## src/rtl/mmcm_reset_sequencer_if.sv

```systemverilog
// Status and control bundle between the MMCM reset sequencer and the board/MMCM side.
// The master modport is the sequencer; the slave modport is the MMCM/board side.
interface mmcm_reset_sequencer_if #(
  parameter int unsigned RETRY_W = 3
);
  logic               locked_async;
  logic               soft_reset;
  logic               mmcm_rst;
  logic               core_reset_n;
  logic               ready;
  logic               lock_fail;
  logic [RETRY_W-1:0] retry_count;

  modport master (
    input  locked_async, soft_reset,
    output mmcm_rst, core_reset_n, ready, lock_fail, retry_count
  );

  modport slave (
    output locked_async, soft_reset,
    input  mmcm_rst, core_reset_n, ready, lock_fail, retry_count
  );
endinterface

```

## src/rtl/mmcm_reset_sequencer.sv

```systemverilog
// Drives the MMCM reset, waits for a settled lock with bounded retries and releases core reset.
// Runs on the MMCM reference clock so it keeps ticking while the MMCM is held in reset.
module mmcm_reset_sequencer #(
  parameter int unsigned RST_PULSE_CYCLES    = 16,
  parameter int unsigned LOCK_TIMEOUT_CYCLES = 100000,
  parameter int unsigned STABLE_CYCLES       = 1024,
  parameter int unsigned MAX_RETRIES         = 4,
  parameter int unsigned SYNC_STAGES         = 2,
  parameter int unsigned RETRY_W             = 3
) (
  input  logic                   clk,
  input  logic                   rst_n,
  mmcm_reset_sequencer_if.master bus
);

  localparam int unsigned MaxAB  = (LOCK_TIMEOUT_CYCLES > STABLE_CYCLES) ?
                                   LOCK_TIMEOUT_CYCLES : STABLE_CYCLES;
  localparam int unsigned MaxCnt = (MaxAB > RST_PULSE_CYCLES) ? MaxAB : RST_PULSE_CYCLES;
  localparam int unsigned CntW   = $clog2(MaxCnt + 1);

  typedef enum logic [2:0] {
    StRstMmcm,
    StWaitLock,
    StStable,
    StRun,
    StFail
  } state_e;

  state_e                 state_q, state_d;
  logic [CntW-1:0]        cnt_q, cnt_d;
  logic [RETRY_W-1:0]     retry_q, retry_d, retry_inc;
  logic [SYNC_STAGES-1:0] sync_q;
  logic                   locked_s;
  logic                   mmcm_rst_q, core_reset_n_q, ready_q, lock_fail_q;

  assign locked_s  = sync_q[SYNC_STAGES-1];
  assign retry_inc = retry_q + RETRY_W'(1);

  always_comb begin
    state_d = state_q;
    cnt_d   = cnt_q + CntW'(1);
    retry_d = retry_q;
    if (bus.soft_reset) begin
      state_d = StRstMmcm;
      cnt_d   = '0;
      retry_d = '0;
    end else begin
      unique case (state_q)
        StRstMmcm: begin
          if (cnt_q == CntW'(RST_PULSE_CYCLES - 1)) begin
            state_d = StWaitLock;
            cnt_d   = '0;
          end
        end
        StWaitLock: begin
          // Lock wins over a timeout landing on the same cycle.
          if (locked_s) begin
            state_d = StStable;
            cnt_d   = '0;
          end else if (cnt_q == CntW'(LOCK_TIMEOUT_CYCLES - 1)) begin
            retry_d = retry_inc;
            cnt_d   = '0;
            state_d = (retry_inc == RETRY_W'(MAX_RETRIES)) ? StFail : StRstMmcm;
          end
        end
        StStable: begin
          if (!locked_s) begin
            state_d = StWaitLock;
            cnt_d   = '0;
          end else if (cnt_q == CntW'(STABLE_CYCLES - 1)) begin
            state_d = StRun;
            cnt_d   = '0;
            retry_d = '0;
          end
        end
        StRun: begin
          cnt_d = '0;
          if (!locked_s) state_d = StRstMmcm;
        end
        StFail: begin
          cnt_d = '0;
        end
        default: begin
          state_d = StRstMmcm;
          cnt_d   = '0;
        end
      endcase
    end
  end

  // Outputs are decoded from the next state so they switch on the transition edge.
  always_ff @(posedge clk or negedge rst_n) begin
    if (!rst_n) begin
      state_q        <= StRstMmcm;
      cnt_q          <= '0;
      retry_q        <= '0;
      sync_q         <= '0;
      mmcm_rst_q     <= 1'b1;
      core_reset_n_q <= 1'b0;
      ready_q        <= 1'b0;
      lock_fail_q    <= 1'b0;
    end else begin
      sync_q         <= {sync_q[SYNC_STAGES-2:0], bus.locked_async};
      state_q        <= state_d;
      cnt_q          <= cnt_d;
      retry_q        <= retry_d;
      mmcm_rst_q     <= (state_d == StRstMmcm) || (state_d == StFail);
      core_reset_n_q <= (state_d == StRun);
      ready_q        <= (state_d == StRun);
      lock_fail_q    <= (state_d == StFail);
    end
  end

  assign bus.mmcm_rst     = mmcm_rst_q;
  assign bus.core_reset_n = core_reset_n_q;
  assign bus.ready        = ready_q;
  assign bus.lock_fail    = lock_fail_q;
  assign bus.retry_count  = retry_q;

endmodule

```

## src/flat_wrapper.sv

```systemverilog
// flat-port wrapper written by rule: the top's interface ports become plain ports
module mmcm_reset_sequencer_flat 
#(
  parameter int unsigned RST_PULSE_CYCLES    = 16,
  parameter int unsigned LOCK_TIMEOUT_CYCLES = 100000,
  parameter int unsigned STABLE_CYCLES       = 1024,
  parameter int unsigned MAX_RETRIES         = 4,
  parameter int unsigned SYNC_STAGES         = 2,
  parameter int unsigned RETRY_W             = 3
)
  (clk, rst_n, bus_locked_async, bus_soft_reset, bus_mmcm_rst, bus_core_reset_n, bus_ready, bus_lock_fail, bus_retry_count);
  mmcm_reset_sequencer_if #(.RETRY_W(RETRY_W)) bus_i ();
  input  logic clk;
  input  logic rst_n;
  input wire logic [$bits(bus_i.locked_async)-1:0] bus_locked_async;
  input wire logic [$bits(bus_i.soft_reset)-1:0] bus_soft_reset;
  output wire logic [$bits(bus_i.mmcm_rst)-1:0] bus_mmcm_rst;
  output wire logic [$bits(bus_i.core_reset_n)-1:0] bus_core_reset_n;
  output wire logic [$bits(bus_i.ready)-1:0] bus_ready;
  output wire logic [$bits(bus_i.lock_fail)-1:0] bus_lock_fail;
  output wire logic [$bits(bus_i.retry_count)-1:0] bus_retry_count;
  assign bus_i.locked_async = bus_locked_async;
  assign bus_i.soft_reset = bus_soft_reset;
  assign bus_mmcm_rst = bus_i.mmcm_rst;
  assign bus_core_reset_n = bus_i.core_reset_n;
  assign bus_ready = bus_i.ready;
  assign bus_lock_fail = bus_i.lock_fail;
  assign bus_retry_count = bus_i.retry_count;
  mmcm_reset_sequencer #(.RST_PULSE_CYCLES(RST_PULSE_CYCLES), .LOCK_TIMEOUT_CYCLES(LOCK_TIMEOUT_CYCLES), .STABLE_CYCLES(STABLE_CYCLES), .MAX_RETRIES(MAX_RETRIES), .SYNC_STAGES(SYNC_STAGES), .RETRY_W(RETRY_W)) u_core (.clk(clk), .rst_n(rst_n), .bus(bus_i));
endmodule
```

## config.mk

```make
export PLATFORM = sky130hd
export DESIGN_NAME = mmcm_reset_sequencer_flat
export DESIGN_NICKNAME = d
export VERILOG_FILES = /design/src/rtl/mmcm_reset_sequencer_if.sv /design/src/rtl/mmcm_reset_sequencer.sv /design/src/flat_wrapper.sv
export SDC_FILE = /design/constraint.sdc
export NUM_CORES = 1
export LEC_CHECK = 0
export BUFFER_PORTS_ARGS = -buffer_cell sky130_fd_sc_hd__buf_2
export CAP_MARGIN = 20
export CORE_MARGIN = 2
export CORE_UTILIZATION = 62
export DETAILED_ROUTE_END_ITERATION = 7
export PLACE_DENSITY = 0.89
export SETUP_SLACK_MARGIN = 0.2
export SLEW_MARGIN = 25
export SYNTH_ARGS = -nofsm -noshare
export SYNTH_HDL_FRONTEND = slang
export SYNTH_SLANG_ARGS = --single-unit
```

## constraint.sdc

```tcl
create_clock -name clk -period 7.8 [get_ports clk]
set_input_delay 1.56 -clock clk [delete_from_list [all_inputs] [get_ports clk]]
set_output_delay 1.56 -clock clk [all_outputs]
set_load 0.03 [all_outputs]
```

==> impl_metrics.yaml, run 1 <==
critical_path:
  path_max_fanout: 7
  regToRegEndpoint: "u_core.bus.retry_count[1]"
  cp_data_arrival_time_ps: 2940
  rr_worst_depth: 5
  crit_path_end_kind: "flop"
  worstSetupPathType: "reg -> reg"
  crit_required_ps: 8060
  startpoint_type: "flop"
  rrSetupSlack_ps: 5110
  r2r-start: "u_core.cnt_q[11]"
route:
  drt_iter0_drc: 11
  finalWirelength_um: 2511
  vias: 1071
  ant_nets: 0
  wl_per_cell_um: 14.03
  vias_per_cell: 5.983
  first_pass_iters: 4
  drc: 0
cells_and_area:
  finalNetCount: 159
  final_cell_count_no_fill: 179
  syn_to_final_growth_pct: 7.130
  final_area_um2: 1504
  antennaDiodeCount: 0
  drive_above_1_share_pct: 14.57
floorplanning:
  rows: 17
  ios: 11
  dieArea_um2: 2661
  die_h_um: 51.59
  start_util_pct: 64.71
  die_x_um: 51.59
  core_area_um2: 2170
timing:
  worst_slack_ps: 5115
  fin_setup_tns_ps: 0
  slew_headroom_pct: 46.18
  report.final.slew_viol_count: 0
  rsz0062_at_grt: "no"
  fmax_mhz: 372.4
  hold_ws_ps: 367.3
  period_share_pct: 34.42
  timing.final.hold_violations: 0
  setup_violations: 0
  worst_pin_slew_ps: 799.9
  clock_skew_ps: 4.909
  final.min_clock_period_ps: 2685
clock_tree:
  cts.reportedPaths.clkPinSlew_ps: 130
  cts-htree-levels: 1
  clockBufferDepth: 2
  cts-root-buf: "clkbuf_4"
  post-cts-setup-buffers: 0
  cts-resized-gates: 0
  clock_sinks: 28
  clock_latency_ps: 330
  numCtsBuffers: 3
  cts_tree: "done"
  cts_hold_buf: 0
logic_synthesis:
  synth_warnings: 0
  yosysUniqueCellTypes: 40
  netlist_instances: 142
  synth_area_leaders: "dfrtp_1 (48%), xnor2_1 (6.9%), nor2_1 (6.7%)"
  netlist_area_um2: 1404
  ys_async_sr_fraction_pct: 100.0
  yosysTopAreaCell: "dfrtp_1"
  synthTopCellsByCount: "dfrtp_1 (27), nor2_1 (25), xnor2_1 (11)"
  syn-num-nets: 149
  synth_edf_count: 0
  yosys_most_used_dff: "dfrtp_1"
  synth_top_area_share_pct: 48.13
  ys_ff_latch: 28
  synth_most_common_cell: "dfrtp_1"
  yosysSeqAreaShare_pct: 50.00
  syn_avg_cell_area_um2: 9.886
min_path:
  hold_class: "reg -> reg"
  hold_start: "u_core.sync_q[0]"
  whs_path_depth: 0
  whs_endpoint: "u_core.sync_q[1]"
placement:
  place.gp.congestion: 0.8985
  dpl_cell_area_um2: 1468
  portBuffers: 10
  hpwl_um: 1816
  place_ws_ps: 5033
  place_inst: 175
outcome:
  status: "complete, no violations"
job:
  max-cap-violations: 0
pwr:
  powerDensity_nw_per_um2: 150.1
  leakage_nw: 0.6635
  vdd_drop_max_mv: 0.1635
global_routing:
  grt_max_degree: 29
  track_usage_pct: 21.54
  grt_overflow: 0
  grt_first_pass_wirelength_um: 4222
  grt_pass1_vias: 997
  antenna_found_initial: 0
-- per-layer routing --
metal  GRT usage, %  wire, um  vias up
li1               -         -      521
met3          3.448        80       11
met1          26.15      1088      511
met5              0         0        -
met2          37.39      1274       28
met4          10.09        68        0
-- worst max path at each step --
stage                           from                         to  slack [ps]  depth (start not counted)
finish              u_core.cnt_q[11]  u_core.bus.retry_count[1]        5110                          5
global route        u_core.cnt_q[11]  u_core.bus.retry_count[1]        5020                          5
CTS                 u_core.cnt_q[11]  u_core.bus.retry_count[1]        5110                          5
detailed placement    bus_soft_reset            u_core.cnt_q[1]        5030                          5
global placement      bus_soft_reset           u_core.cnt_q[12]        5180                          5
floorplan             bus_soft_reset           u_core.cnt_q[10]        4750                          6
-- worst max-delay path, stage by stage (launching register included) --
cell and delay [ps]:
dfrtp_1 440, or4_4 560, or3_4 410, or4b_1 650
or3b_1 390, a21oi_1 160
-- where the power goes --
part	leakage (nW)	internal [mW]	switching [mW]
clock	0.0210	0.0286	0.0394
combinational	0.262	0.00287	0.00601
sequential	0.381	0.147	0.00191
-- cell families (layout without fill, tap and decap cells) --
family / count (synthesis) / after routing / share of synthesized area (%)
AOI/OAI and AO/OA: 14 / 14 / 6.685
xor gates and xnor gates: 16 / 16 / 9.982
adders and majority gates: 3 / 3 / 2.674
buffers and inverters: 10 / 19 / 3.119
DFF: 28 / 28 / 50.00
and+or+nand+nor: 71 / 71 / 27.54
-- per-stage QoR --
step,power [mW],utilization [%]
2_1_floorplan,0.1557,-
3_3_place_gp,0.1602,67.65
3_5_place_dp,0.1609,67.65
4_1_cts,0.2288,69.32
5_1_grt,0.2364,69.32
6_report,0.2258,69.32
-- cell type report --
cell class	instances	area, um2
repair buffers	11	57.56
well taps	28	35.03
inverters	4	15.01
clock buffers	4	36.28
fillers	169	665.6
multi-input cells	104	658.1
flip-flops and latches	28	701.9
-- registers in the layout (all words and copies together) (netlist names) --
signal and flops:
u_core.cnt_q 17, u_core.bus.core_reset_n 1, u_core.bus.retry_count 3, u_core.bus.mmcm_rst 1
u_core.state_q 3, u_core.bus.lock_fail 1, u_core.sync_q 2
-- cell usage in the layout, fill, tap and decap left out, drive strengths merged, types with 2 or more instances in the layout --
master / instances
nand4: 6
dfrtp: 27
clkbuf: 4
a21oi: 6
nand3: 9
and4: 3
or3: 5
ha: 3
xnor2: 11
xor2: 5
nor4: 3
nor2: 25
and3: 4
or4: 2
inv: 4
buf: 11
nand2: 6
(Power assumes the default switching activity.)
==> run 2: changes to the inputs <==
--- a/config.mk
+++ b/config.mk
@@ -8,9 +8,9 @@
 export BUFFER_PORTS_ARGS = -buffer_cell sky130_fd_sc_hd__buf_2
 export CAP_MARGIN = 20
 export CORE_MARGIN = 2
-export CORE_UTILIZATION = 62
+export CORE_UTILIZATION = 52
 export DETAILED_ROUTE_END_ITERATION = 7
-export PLACE_DENSITY = 0.89
+export PLACE_DENSITY = 0.8
 export SETUP_SLACK_MARGIN = 0.2
 export SLEW_MARGIN = 25
 export SYNTH_ARGS = -nofsm -noshare
==> constraint.sdc (replaced) <==
create_clock -name clk -period 2.4 [get_ports clk]
set_input_delay 0.48 -clock clk [delete_from_list [all_inputs] [get_ports clk]]
set_output_delay 0.48 -clock clk [all_outputs]
set_load 0.03 [all_outputs]
==> impl_metrics.yaml, run 2 (synthesis results as in run 1) <==
floorplanning:
  ios: 11
  die_x_um: 55.96
  core_area_um2: 2522
  dieArea_um2: 3132
  die_h_um: 55.96
  rows: 18
  start_util_pct: 55.65
critical_path:
  r2r-start: "u_core.cnt_q[14]"
  startpoint_type: "flop"
  crit_chain: "or4_4 -> or3_4 -> or4b_4 -> or3b_1 -> a21oi_2"
  cp.depth: 5
  rr_worst_depth: 5
  path_buf_inv: 0
  crit_required_ps: 2660
  critPathTopFamily: "simple AND/OR/NAND/NOR gates"
  regToRegEndpoint: "u_core.bus.retry_count[1]"
  path_max_fanout: 5
  cp-endpoint: "u_core.bus.retry_count[1]"
  slowest_delay_ps: 540
  crit_start: "u_core.cnt_q[14]"
  crit_path_end_kind: "flop"
  worstSetupPathType: "reg -> reg"
  rrSetupSlack_ps: 20
  slowest_stage: "or4_4"
  cp_data_arrival_time_ps: 2650
pwr:
  powerDensity_nw_per_um2: 464.9
  vdd_drop_max_mv: 0.3796
  p_sw_mw: 0.1598
  power.share.combinational_pct: 3.9
  power_frac_seq_pct: 65.5
  clkPwrFrac_pct: 30.6
  leakage_nw: 0.7160
  p_int_mw: 0.5800
  p_sw_share_pct: 21.60
clock_tree:
  cts_tree: "done"
  cts-root-buf: "clkbuf_4"
  clock_latency_ps: 320
  clockBufferDepth: 2
  cts-htree-levels: 1
  cts.reportedPaths.clkPinSlew_ps: 140
  clock_sinks: 28
  numCtsBuffers: 3
global_routing:
  antenna_found_initial: 0
  grt_pass1_vias: 1126
  grt_overflow: 0
  grt_max_degree: 29
  grt_first_pass_wirelength_um: 5064
  track_usage_pct: 19.73
timing:
  rsz0062_at_grt: "yes"
  worst_pin_slew_ps: 593.8
  slew_headroom_pct: 60.41
  final.min_clock_period_ps: 2381
  hold_ws_ps: 133.2
  clock_skew_ps: 2.171
  period_share_pct: 99.21
  fmax_mhz: 420.0
  setup_violations: 0
  timing.final.hold_violations: 0
  report.final.slew_viol_count: 0
cells_and_area:
  finalNetCount: 169
  layout_common_cells: "dfrtp_1 (27), nor2_1 (24), xnor2_1 (11), buf_4 (11), buf_2 (10)"
  syn_to_final_growth_pct: 13.37
  drive_above_1_share_pct: 21.74
  antennaDiodeCount: 0
  top_register: "u_core.cnt_q"
  final_common_cell: "dfrtp_1"
  final_area_um2: 1592
  largest_reg_flops: 17
route:
  wl_per_cell_um: 14.45
  vias: 1119
  ant_nets: 0
  drc: 0
  finalWirelength_um: 2760
  first_pass_iters: 4
  vias_per_cell: 5.859
  drt_iter0_drc: 30
min_path:
  hold_class: "in -> async"
placement:
  hpwl_um: 1988
  place.gp.congestion: 0.8889
  portBuffers: 10
  dpl_cell_area_um2: 1515
outcome:
  status: "complete, no violations"
job:
  max-cap-violations: 0
==> run 2: cell type report <==
class | count | area (um2)
clock buffer | 4 | 36.28
fill | 211 | 930.9
inverter | 4 | 15.01
multi-input combinational | 104 | 668.1
sequential | 28 | 701.9
tap | 30 | 37.54
timing repair buffer | 21 | 132.6
==> run 2: per-stage QoR <==
stage                     std cells  power (mW)  worst slack, ps  util, %  setup TNS [ps]
after floorplan                 142      0.5061            14.24        -               0
after global placement          183      0.5211            39.57    60.07               0
after detailed placement        183      0.5228           -3.153    60.07          -3.153
after CTS                       191      0.7464            51.15    62.85               0
after global routing            191      0.7711           -35.56    63.10          -35.56
final                           191      0.7398            18.88    63.10               0
==> run 2: worst min-delay path by stage <==
stage | endpoint | slack, ps | cells after the start
floorplan | u_core.bus.core_reset_n | 180 | 0
finish | u_core.bus.retry_count[2] | 130 | 1
global route | u_core.state_q[1] | 170 | 1
global placement | u_core.sync_q[1] | 330 | 0
detailed placement | u_core.sync_q[1] | 340 | 0
CTS | u_core.bus.retry_count[2] | 160 | 1
==> run 2: repair_timing <==
action                     CTS  global route
gates resized for setup      1             2
hold buffers                 0             0
buffers inserted             4             0
gates cloned                 0             0
setup endpoints to repair    5             5
pin swaps                    1             3
==> run 2: metal layers <==
metal  track usage (%)  up-vias  routed length [um]
li1                  -      542                   -
met1             25.75      546                1257
met2             32.61       27                1377
met3             3.953        4                  90
met4             6.803        0                  35
met5                 0        -                   0
==> run 2: power groups by stage <==
stage               clock network (mW)  registers, mW  logic, mW
floorplan                            0          0.492     0.0144
global placement                     0          0.492     0.0286
detailed placement                   0          0.493     0.0298
CTS                              0.232          0.484     0.0298
global route                     0.251          0.486     0.0343
finish                           0.226          0.484     0.0292
